## config.mk

```make
export PLATFORM = sky130hd
export DESIGN_NAME = if_fetch_unit
export DESIGN_NICKNAME = d
export VERILOG_FILES = /design/src/rtl/if_fetch_unit.sv
export SDC_FILE = /design/constraint.sdc
export NUM_CORES = 1
export LEC_CHECK = 0
export ABC_AREA = 1
export CORE_MARGIN = 5
export CORE_UTILIZATION = 50
export CTS_CLUSTER_DIAMETER = 200
export DETAILED_ROUTE_END_ITERATION = 8
export DONT_BUFFER_PORTS = 1
export PLACE_DENSITY = 0.73
export RECOVER_POWER = 50
export SYNTH_ARGS = -nofsm -noshare
export SYNTH_HDL_FRONTEND = slang
export SYNTH_SLANG_ARGS = --single-unit
```

## constraint.sdc

```tcl
create_clock -name clk -period 12.3 [get_ports clk]
set_input_delay 1.845 -clock clk [delete_from_list [all_inputs] [get_ports clk]]
set_output_delay 1.845 -clock clk [all_outputs]
set_load 0.01 [all_outputs]
```

## src/rtl/if_fetch_unit.sv

```systemverilog
// ---------------------------------------------------------------------------
// if_fetch_unit
//
// Instruction-fetch front end for the pipelined MIPS core. It owns the fetch
// PC, issues word requests to a possibly stalling instruction memory, buffers
// returned words with their PC in a small FIFO, and hands them to decode over
// a valid/ready handshake. A redirect from downstream flushes the buffer and
// restarts fetch at the new target.
//
// Parameters
//   RESET_PC     fetch address after reset
//   DEPTH        prefetch FIFO entries (power of two, 2..8)
//
// Ports
//   clk          single clock, all state on rising edge
//   reset        synchronous, active-high
//   imem_req     fetch request to instruction memory
//   imem_addr    word-aligned fetch address (always fetch_pc)
//   imem_ack     memory accepts request and returns data this cycle
//   imem_rdata   instruction word, valid when imem_req && imem_ack
//   redirect     flush and restart fetch (taken branch/jump)
//   redirect_pc  new fetch target, bits [1:0] ignored
//   out_valid    FIFO head holds a valid instruction
//   out_ready    decode accepts head this cycle
//   out_instr    head instruction
//   out_pc       PC of head instruction
//   out_pc_plus4 out_pc + 4, modulo 2^32
//
// States
//   state   | meaning
//   FETCH   | normal fetching; request issued while FIFO has room
//   DISCARD | redirect arrived while a request was stalled; hold that request
//           | until it is acked, drop its data, then restart at pending_pc
// ---------------------------------------------------------------------------
module if_fetch_unit #(
  parameter logic [31:0] RESET_PC = 32'h0000_0000,
  parameter int          DEPTH    = 4
) (
  input  logic        clk,
  input  logic        reset,
  output logic        imem_req,
  output logic [31:0] imem_addr,
  input  logic        imem_ack,
  input  logic [31:0] imem_rdata,
  input  logic        redirect,
  input  logic [31:0] redirect_pc,
  output logic        out_valid,
  input  logic        out_ready,
  output logic [31:0] out_instr,
  output logic [31:0] out_pc,
  output logic [31:0] out_pc_plus4
);

  localparam int PTR_W = $clog2(DEPTH);
  localparam int CNT_W = $clog2(DEPTH + 1);
  localparam logic [CNT_W-1:0] FULL_CNT = CNT_W'(DEPTH);

  localparam logic [0:0] FETCH   = 1'b0;
  localparam logic [0:0] DISCARD = 1'b1;

  logic [0:0]       state;
  logic [31:0]      fetch_pc;
  logic [31:0]      pending_pc;
  logic [31:0]      instr_q [DEPTH];
  logic [31:0]      pc_q    [DEPTH];
  logic [PTR_W-1:0] rd_ptr;
  logic [PTR_W-1:0] wr_ptr;
  logic [CNT_W-1:0] count;

  logic        fire;
  logic        push;
  logic        pop;
  logic [31:0] target_pc;
  logic [31:0] head_instr;
  logic [31:0] head_pc;
  logic        unused_rpc_bits;

  assign target_pc       = {redirect_pc[31:2], 2'b00};
  assign unused_rpc_bits = ^redirect_pc[1:0];

  // Request depends on registered state only, so it stays stable across a
  // stalled transfer even when redirect toggles.
  assign imem_req  = !reset &&
                     (((state == FETCH) && (count < FULL_CNT)) || (state == DISCARD));
  assign imem_addr = fetch_pc;

  assign fire = imem_req && imem_ack;
  // Acked data is only kept in FETCH without a same-cycle redirect.
  assign push = fire && (state == FETCH) && !redirect;

  assign head_instr = instr_q[rd_ptr];
  assign head_pc    = pc_q[rd_ptr];

  // Outputs are forced to the cleared-entry values while reset is held so
  // the reset cycle itself already presents an empty, zeroed head.
  assign out_valid    = !reset && (count != '0);
  assign out_instr    = reset ? 32'h0 : head_instr;
  assign out_pc       = reset ? 32'h0 : head_pc;
  assign out_pc_plus4 = out_pc + 32'd4;

  assign pop = out_valid && out_ready;

  // Fetch PC / FSM
  always_ff @(posedge clk) begin
    if (reset) begin
      state      <= FETCH;
      fetch_pc   <= RESET_PC;
      pending_pc <= 32'h0;
    end else if (state == FETCH) begin
      if (redirect) begin
        if (imem_req && !imem_ack) begin
          // The memory still owns the old address; wait it out.
          state      <= DISCARD;
          pending_pc <= target_pc;
        end else begin
          fetch_pc <= target_pc;
        end
      end else if (fire) begin
        fetch_pc <= fetch_pc + 32'd4;
      end
    end else begin
      if (redirect) begin
        pending_pc <= target_pc;
      end
      if (imem_ack) begin
        fetch_pc <= redirect ? target_pc : pending_pc;
        state    <= FETCH;
      end
    end
  end

  // Prefetch FIFO
  always_ff @(posedge clk) begin
    if (reset) begin
      rd_ptr <= '0;
      wr_ptr <= '0;
      count  <= '0;
      for (int i = 0; i < DEPTH; i++) begin
        instr_q[i] <= 32'h0;
        pc_q[i]    <= 32'h0;
      end
    end else begin
      if (push) begin
        instr_q[wr_ptr] <= imem_rdata;
        pc_q[wr_ptr]    <= fetch_pc;
      end
      if (redirect) begin
        // A same-cycle pop has already been consumed by decode; nothing
        // survives the flush either way.
        rd_ptr <= '0;
        wr_ptr <= '0;
        count  <= '0;
      end else begin
        if (push) begin
          wr_ptr <= wr_ptr + PTR_W'(1);
        end
        if (pop) begin
          rd_ptr <= rd_ptr + PTR_W'(1);
        end
        case ({push, pop})
          2'b10:   count <= count + CNT_W'(1);
          2'b01:   count <= count - CNT_W'(1);
          default: count <= count;
        endcase
      end
    end
  end

endmodule

```

==> flow_metrics.env, run 1 <==
export IMPL_outcome="complete, but fails checks"
export IMPL_failed_checks="max-capacitance violations, max-slew violations"
export IMPL_end_kind="flop"
export IMPL_clkPwrFrac_pct=41.9
export IMPL_hpwl_um=29200
export IMPL_wl_met3_um=4918
export IMPL_cts_setup_buffers=0
export IMPL_rows=67
export IMPL_overflow=0
export IMPL_fmax_ghz=0.1153
export IMPL_yosysWarnings=0
export IMPL_powerDensity_mw_per_mm2=141.4
export IMPL_crit_arrival_ns=8.88
export IMPL_syn_instance_count=2133
export IMPL_mappedNetlistNets=2206
export IMPL_drt_wl_total_um=47250
export IMPL_finClkSkew_ns=0.02333
export IMPL_yosysMostFrequentCell="nor2_1"
export IMPL_insertedDiodeCount=0
export IMPL_rsz0062_at_grt="no"
export IMPL_async_flop_share_pct=0
export IMPL_drtPass1Iterations=5
export IMPL_synthTopCellsByArea="edfxtp_1, nor2_1, nand2_1"
export IMPL_cts_root_buffer="clkbuf_16"
export IMPL_placedCellCount=2481
export IMPL_initial_core_util_pct=50.74
export IMPL_p_comb_share_pct=7.9
export IMPL_p_int_mw=1.937
export IMPL_synth_edf_count=256
export IMPL_met1Wirelength_um=19970
export IMPL_grt_pass1_vias=13400
export IMPL_portBuffers=0
export IMPL_worstPathRequired_ns=12.51
export IMPL_holdBufCountCts=0
export IMPL_worst_setup_path_type="flop to flop"
export IMPL_cts_sinks=330
export IMPL_finalNonFillerCells=2547
export IMPL_p_seq_share_pct=50.2
export IMPL_antenna_found_initial=0
export IMPL_syn_avg_cell_area_um2=7.977
export IMPL_leakage_nw=7.112
export IMPL_hold_viol_final=0
export IMPL_crit_fanout=66
export IMPL_gp_congestion=0.8887
export IMPL_synthesis_area_mm2=0.01702
export IMPL_drt_iter0_drc=1472
export IMPL_die_area_mm2=0.03782
export IMPL_synthFlopType="edfxtp_1"
export IMPL_seq_area_frac_synth_pct=53.89
export IMPL_wl_met2_um=21430
export IMPL_drc_errors=0
export IMPL_maxSlewViolCount=310
export IMPL_die_w_um=194.5
export IMPL_vias=14060
export IMPL_die_h_um=194.5
export IMPL_max_cap_violations=6
export IMPL_groute_usage_overall_pct=24.23
export IMPL_nets=2144
export IMPL_clockBufferDepth=3
export IMPL_syn_to_final_growth_pct=6.993
export IMPL_setup_violations=0
export IMPL_relSlewSlack_pct=-167.5
export IMPL_wire_per_inst_um=18.55
export IMPL_synth_common_cells="nor2_1, nand2_1, edfxtp_1, inv_1, a21oi_1"
export IMPL_ioPinCount=199
export IMPL_startpoint_type="flop"
export IMPL_swShare_pct=24.78
export IMPL_numCtsBuffers=36
export IMPL_post_cts_resized=0
export IMPL_drive_above_1_share_pct=5.669
export IMPL_htreeDepth=2
export IMPL_hp_class="flop to flop"
export IMPL_avgViaCountPerCell=5.521
export IMPL_yosysTopAreaCellShare_pct=45.18
export IMPL_synth_ff_latch_count=330
export IMPL_worst_slew_pin_slew_ns=4.013
export IMPL_antenna_left=0
export IMPL_synth_top_cell_by_area="edfxtp_1"
export IMPL_cts_tree="done"
export IMPL_grt_start_max_net_pins=81
export IMPL_p_sw_mw=0.6381
export IMPL_finalSetupTns_ns=0
export IMPL_highest_layer="met4"
export IMPL_synth_cell_types=35
export IMPL_fin_crit_ns=8.672
export IMPL_cts_clk_slew_worst_paths_ns=0.05
export IMPL_grt_pass1_wl_um=73920
export IMPL_fin_crit_sh_pct=70.50
export IMPL_clock_latency_ns=0.53
export IMPL_coreArea_mm2=0.03353
export IMPL_peakVddDrop_mv=0.1000
[power groups by stage]
| stage | registers, mW | clock network (mW) | logic (mW) |
|---|---|---|---|
| 6_report | 1.29 | 1.08 | 0.204 |
| 2_1_floorplan | 1.30 | 0 | 0.154 |
| 3_5_place_dp | 1.31 | 0 | 0.202 |
| 5_1_grt | 1.30 | 1.15 | 0.228 |
| 3_3_place_gp | 1.31 | 0 | 0.197 |
| 4_1_cts | 1.29 | 1.09 | 0.203 |
[worst max-delay path: stages (launching register included)]
cell and delay [ns]:
dfxtp_1 0.51, inv_1 1.34, a21oi_1 0.48, nand2_1 0.21, nor2_1 0.15, clkinvlp_2 0.09, clkbuf_1 2.81, nor2_1 0.34
nand2_2 0.17, buf_4 0.74, nand2_2 0.81, buf_4 0.64
[stage by stage]
stage               utilization, %  power, mW  hold WS [ns]  cell area (µm²)  setup slack (ns)
global route                 54.29      2.673        0.4704            18210             3.092
CTS                          54.41      2.587        0.4516            18240             5.721
finish                       54.29      2.575        0.4547            18210             3.628
detailed placement           50.86      1.516        0.4427            17050             6.326
floorplan                        -      1.458        0.4253            17020             4.639
global placement             50.86      1.509        0.4344            17050             6.319
[layout by cell type (no fill, tap or decap), types with 11 or more instances in the layout]
master | synthesis | final
buf_4 | 9 | 11
edfxtp_1 | 256 | 256
xor2_1 | 14 | 14
nand2_2 | 9 | 14
nand2_1 | 510 | 505
clkbuf_16 | 0 | 36
clkbuf_1 | 44 | 16
nand4_1 | 12 | 12
inv_1 | 155 | 157
o21ai_0 | 129 | 129
dfxtp_1 | 74 | 72
nor2_1 | 527 | 528
a21oi_1 | 135 | 136
a31oi_1 | 14 | 14
nor2_2 | 26 | 25
nand3_1 | 116 | 116
[cell type report]
cell class | instances | area (µm²)
repair buffers | 16 | 101.3
multi-input cells | 1520 | 6550
fillers | 3079 | 15330
clock buffers | 50 | 983.4
inverters | 167 | 629.4
well taps | 448 | 560.5
clock inverters | 16 | 206.4
flip-flops and latches | 330 | 9174
[routing by layer]
layer	vias up	global-route usage [%]
li1	6766	-
met1	6647	34.01
met2	590	38.29
met3	60	6.008
met4	0	5.755
met5	-	0
[logic make-up after synthesis]
| group | Yosys count | synth area share [%] |
|---|---|---|
| compound gates | 286 | 8.633 |
| xor+xnor | 17 | 0.8751 |
| simple gates | 1213 | 28.61 |
| flops | 330 | 53.89 |
| buf+inv | 283 | 7.655 |
| fa+ha+maj | 4 | 0.3383 |
[final timing paths]
kind / start / end / slack, ns / cells past startpoint
max: state / instr_q[2][30] / 3.63 / 11
min reg2reg: pending_pc[0] / pending_pc[0] / 0.45 / 2
max reg2reg: state / instr_q[2][30] / 3.63 / 11
min: pending_pc[0] / pending_pc[0] / 0.45 / 2
[sequential cells by signal (all words and copies together), names as in the netlist, named ones only]
name and flops:
state 1, pc_q 128, rd_ptr 2, imem_addr 32, count 3, wr_ptr 2, instr_q 128, pending_pc 32
No activity file was read; power rests on OpenSTA's default activity.
==> run 2, diff against run 1 <==
- PLACE_DENSITY: 0.73 -> 0.76
- clock period: 12.3 -> 7.9 ns (I/O delays scaled with it)
==> flow_metrics.env, run 2 (same netlist as run 1, synthesis figures left out) <==
export IMPL_outcome="complete, but fails checks"
export IMPL_failed_checks="max-capacitance violations, max-slew violations"
export IMPL_nets=2144
export IMPL_antenna_left=0
export IMPL_coreArea_mm2=0.03353
export IMPL_layout_common_cells="nor2_1, nand2_1, edfxtp_1"
export IMPL_hold_viol_final=0
export IMPL_drc_errors=0
export IMPL_grt_pass1_wl_um=73530
export IMPL_startpoint_type="flop"
export IMPL_power_mw=3.947
export IMPL_cts_setup_buffers=0
export IMPL_cp_slowest_stage_delay_ns=2.70
export IMPL_worst_setup_path_type="flop to flop"
export IMPL_hpwl_um=29130
export IMPL_final_common_cell="nor2_1"
export IMPL_fin_crit_sh_pct=78.70
export IMPL_crit_fanout=64
export IMPL_finalSetupTns_ns=0
export IMPL_vias=14180
export IMPL_rsz0062_at_grt="no"
export IMPL_leakage_nw=7.098
export IMPL_gp_congestion=0.9000
export IMPL_die_area_mm2=0.03782
export IMPL_initial_core_util_pct=50.74
export IMPL_drt_wl_total_um=47510
export IMPL_fmax_ghz=0.1608
export IMPL_drtPass1Iterations=6
export IMPL_overflow=0
export IMPL_clock_latency_ns=0.55
export IMPL_cp_top_family="buffers and inverters"
export IMPL_die_w_um=194.5
export IMPL_setup_violations=0
export IMPL_final_util_pct=54.23
export IMPL_top_regs="instr_q (128), pc_q (128)"
export IMPL_nFillCells=3086
export IMPL_post_cts_resized=0
export IMPL_cts_tree="done"
export IMPL_placed_cell_area_mm2=0.01705
export IMPL_end_kind="flop"
export IMPL_portBuffers=0
export IMPL_clockBufferDepth=3
export IMPL_crit_arrival_ns=6.33
export IMPL_ioPinCount=199
export IMPL_critical_path_cell_chain="inv_1 > a21oi_1 > nand2_1 > nor2_1 > clkinvlp_2 > nor2_1 > nand2_2 > clkbuf_1 > nor2_1"
export IMPL_groute_usage_overall_pct=24.21
export IMPL_finClkSkew_ns=0.03740
export IMPL_holdBufCountCts=0
export IMPL_hp_class="flop to flop"
export IMPL_cts_root_buffer="clkbuf_16"
export IMPL_syn_to_final_growth_pct=6.868
export IMPL_fin_crit_ns=6.217
export IMPL_maxSlewViolCount=218
export IMPL_finalNonFillerCells=2547
export IMPL_powerDensity_mw_per_mm2=217.0
export IMPL_avgViaCountPerCell=5.566
export IMPL_insertedDiodeCount=0
export IMPL_grt_start_max_net_pins=84
export IMPL_die_h_um=194.5
export IMPL_worst_slew_pin_slew_ns=3.845
export IMPL_rows=67
export IMPL_slowest_stage="clkbuf_1"
export IMPL_wire_per_inst_um=18.65
export IMPL_htreeDepth=2
export IMPL_max_cap_violations=4
export IMPL_antenna_found_initial=1
export IMPL_worstPathRequired_ns=8.02
export IMPL_worstPathBufferInverterCount=3
export IMPL_cts_sinks=330
export IMPL_placedCellCount=2481
export IMPL_drive_above_1_share_pct=5.717
export IMPL_relSlewSlack_pct=-156.3
export IMPL_drt_iter0_drc=1399
export IMPL_grt_pass1_vias=13290
export IMPL_critical_path_most_common_cell="nor2_1"
export IMPL_numCtsBuffers=36
export IMPL_peakVddDrop_mv=0.1551
export IMPL_final_cell_area_mm2=0.01818
export IMPL_cts_clk_slew_worst_paths_ns=0.06
run 2: cell types whose count changed in the layout (fill, tap and decap cells not counted), sizes merged:
cell | previous run | this run
inv | 169 | 165
clkinv | 9 | 11
clkinvlp | 2 | 4
bufinv | 3 | 1
buf | 11 | 12
clkbuf | 55 | 56
run 2: power breakdown:
group          internal (mW)  switching [mW]
Clock                  0.923           0.695
Sequential              1.95          0.0588
Combinational         0.0760           0.242
run 2: final cells by class:
cell class	count	area, µm²	share of cell area (%)
clock buffers	52	993.5	5.463
clock inverters	14	160.2	0.8808
inverters	167	629.4	3.461
multi-input cells	1520	6561	36.08
flip-flops and latches	330	9174	50.45
well taps	448	560.5	3.083
repair buffers	16	105.1	0.5780
run 2: per-stage QoR:
stage / setup slack (ns) / hold slack, ns
after floorplan: 0.8992 / 0.4253
after global placement: 2.905 / 0.4324
after detailed placement: 2.866 / 0.4491
after CTS: 2.278 / 0.4584
after global routing: 1.338 / 0.4662
final: 1.683 / 0.4530
run 2: layer usage:
layer  part of all wire (%)  vias to the layer above  GRT usage [%]
met5                  0.040                        -              0
met3                     11                       80          6.908
met4                    2.8                        2          7.109
li1                       -                     6784              -
met2                     45                      697          38.11
met1                     41                     6614          32.94
run 2: tightest hold or removal path, stage by stage (launching register included):
cell and delay, ns:
dfxtp_1 0.31, nand2_1 0.06, nor2_1 0.04
run 2: worst paths after layout:
| check | startpoint | end | slack, ns | cells after the start |
|---|---|---|---|---|
| max | state | pc_q[0][7] | 1.68 | 9 |
| min | pending_pc[0] | pending_pc[0] | 0.45 | 2 |
| max reg2reg | state | pc_q[0][7] | 1.68 | 9 |
| min reg2reg | pending_pc[0] | pending_pc[0] | 0.45 | 2 |
==> run 3, diff against run 2 <==
- PLACE_DENSITY: 0.76 -> 0.73
- clock period: 7.9 -> 6.3 ns (I/O delays scaled with it)
==> flow_metrics.env, run 3 (same netlist as run 1, synthesis figures left out) <==
export IMPL_crit_arrival_ns=4.52
export IMPL_numCtsBuffers=37
export IMPL_powerDensity_mw_per_mm2=275.5
export IMPL_cts_setup_buffers=0
export IMPL_wire_per_inst_um=18.88
export IMPL_cts_root_buffer="clkbuf_16"
export IMPL_multi_input_area_mm2=0.006560
export IMPL_drc_errors=0
export IMPL_drtPass1Iterations=6
export IMPL_cts_tree="done"
export IMPL_ioPinCount=199
export IMPL_worstPathRequired_ns=5.35
export IMPL_cts_clk_slew_worst_paths_ns=0.06
export IMPL_holdBufCountCts=0
export IMPL_end_kind="primary output"
export IMPL_drt_wl_total_um=48080
export IMPL_coreArea_mm2=0.03353
export IMPL_hpwl_um=29690
export IMPL_startpoint_type="flop"
export IMPL_seqCellArea_mm2=0.009170
export IMPL_insertedDiodeCount=0
export IMPL_htreeDepth=2
export IMPL_grt_start_max_net_pins=111
export IMPL_fmax_ghz=0.1829
export IMPL_fin_crit_sh_pct=86.79
export IMPL_leakage_nw=7.113
export IMPL_pre_cts_slack_ns=1.820
export IMPL_die_h_um=194.5
export IMPL_finClkSkew_ns=0.01793
export IMPL_failed_checks="max-capacitance violations, max-slew violations"
export IMPL_drive_above_1_share_pct=5.669
export IMPL_peakVddDrop_mv=0.2377
export IMPL_antenna_left=0
export IMPL_nets=2144
export IMPL_grt_pass1_vias=13430
export IMPL_crit_fanout=51
export IMPL_initial_core_util_pct=50.74
export IMPL_placedCellCount=2480
export IMPL_holdWs_ns=0.4426
export IMPL_relSlewSlack_pct=-36.97
export IMPL_die_area_mm2=0.03782
export IMPL_nFillCells=3078
export IMPL_outcome="complete, but fails checks"
export IMPL_portBuffers=0
export IMPL_grt_pass1_wl_um=74620
export IMPL_avgViaCountPerCell=5.520
export IMPL_cts_sinks=330
export IMPL_post_cts_resized=0
export IMPL_setup_slack_ns=0.8325
export IMPL_antenna_found_initial=0
export IMPL_clockBufferDepth=3
export IMPL_gp_congestion=0.9216
export IMPL_drt_iter0_drc=1107
export IMPL_syn_to_final_growth_pct=6.839
export IMPL_final_util_pct=54.21
export IMPL_rsz0062_at_grt="no"
export IMPL_rows=67
export IMPL_hold_viol_final=0
export IMPL_setup_violations=0
export IMPL_layout_common_cells="nor2_1, nand2_1, edfxtp_1"
export IMPL_worst_slew_pin_slew_ns=2.055
export IMPL_max_cap_violations=7
export IMPL_top_regs="instr_q (128), pc_q (128)"
export IMPL_fin_crit_ns=5.468
export IMPL_vias=14060
export IMPL_finalSetupTns_ns=0
export IMPL_die_w_um=194.5
export IMPL_overflow=0
export IMPL_clock_latency_ns=0.53
export IMPL_final_common_cell="nor2_1"
export IMPL_maxSlewViolCount=326
export IMPL_worst_setup_path_type="flop to primary output"
export IMPL_groute_usage_overall_pct=24.59
export IMPL_finalNonFillerCells=2547
export IMPL_hp_class="flop to flop"
[run 3: worst max-delay path: stages, from the launching register on]
cell	delay, ns
dfxtp_1	0.76
clkinv_2	0.77
nand2_1	0.23
nand3_1	0.12
a21oi_1	0.63
ha_1	0.38
nand3_1	0.12
inv_1	0.10
nand2_2	0.09
nor2_4	0.13
nand2_2	0.10
nor2_2	0.25
nand3_1	0.12
nand2_1	0.17
[run 3: layer usage]
layer / global-route usage [%] / wire length, µm / up-vias
met1: 32.97 / 19680 / 6593
met5: 0 / 0 / -
li1: - / - / 6797
met4: 7.630 / 1289 / 0
met2: 39.49 / 22060 / 589
met3: 6.423 / 5054 / 81
[run 3: area by class of cell]
class	count	share of cell area, %
inverter	167	3.462
tap	448	3.083
clock inverter	23	1.170
clock buffer	44	5.238
timing repair buffer	15	0.5162
sequential	330	50.44
multi-input combinational	1520	36.09
[run 3: final timing paths]
path | from | end | slack (ns) | cells past startpoint
min reg2reg | pending_pc[1] | pending_pc[1] | 0.44 | 2
max | flop | out_pc_plus4[30] | 0.83 | 13
max reg2reg | state | pc_q[3][21] | 0.93 | 7
min | pending_pc[1] | pending_pc[1] | 0.44 | 2
[run 3: report_power, final]
group | leakage [nW] | switching [mW] | internal, mW | total, mW
clock network | 0.571 | 0.873 | 1.21 | 2.09
registers | 3.24 | 0.0728 | 2.45 | 2.52
logic | 3.30 | 0.304 | 0.0952 | 0.399
total | 7.11 | 1.25 | 3.76 | 5.01
[run 3: per-stage QoR]
| step | power, mW | area, µm² |
|---|---|---|
| floorplan | 2.845 | 17020 |
| global placement | 2.949 | 17060 |
| detailed placement | 2.964 | 17060 |
| CTS | 5.033 | 18220 |
| global route | 5.192 | 18180 |
| finish | 5.008 | 18180 |
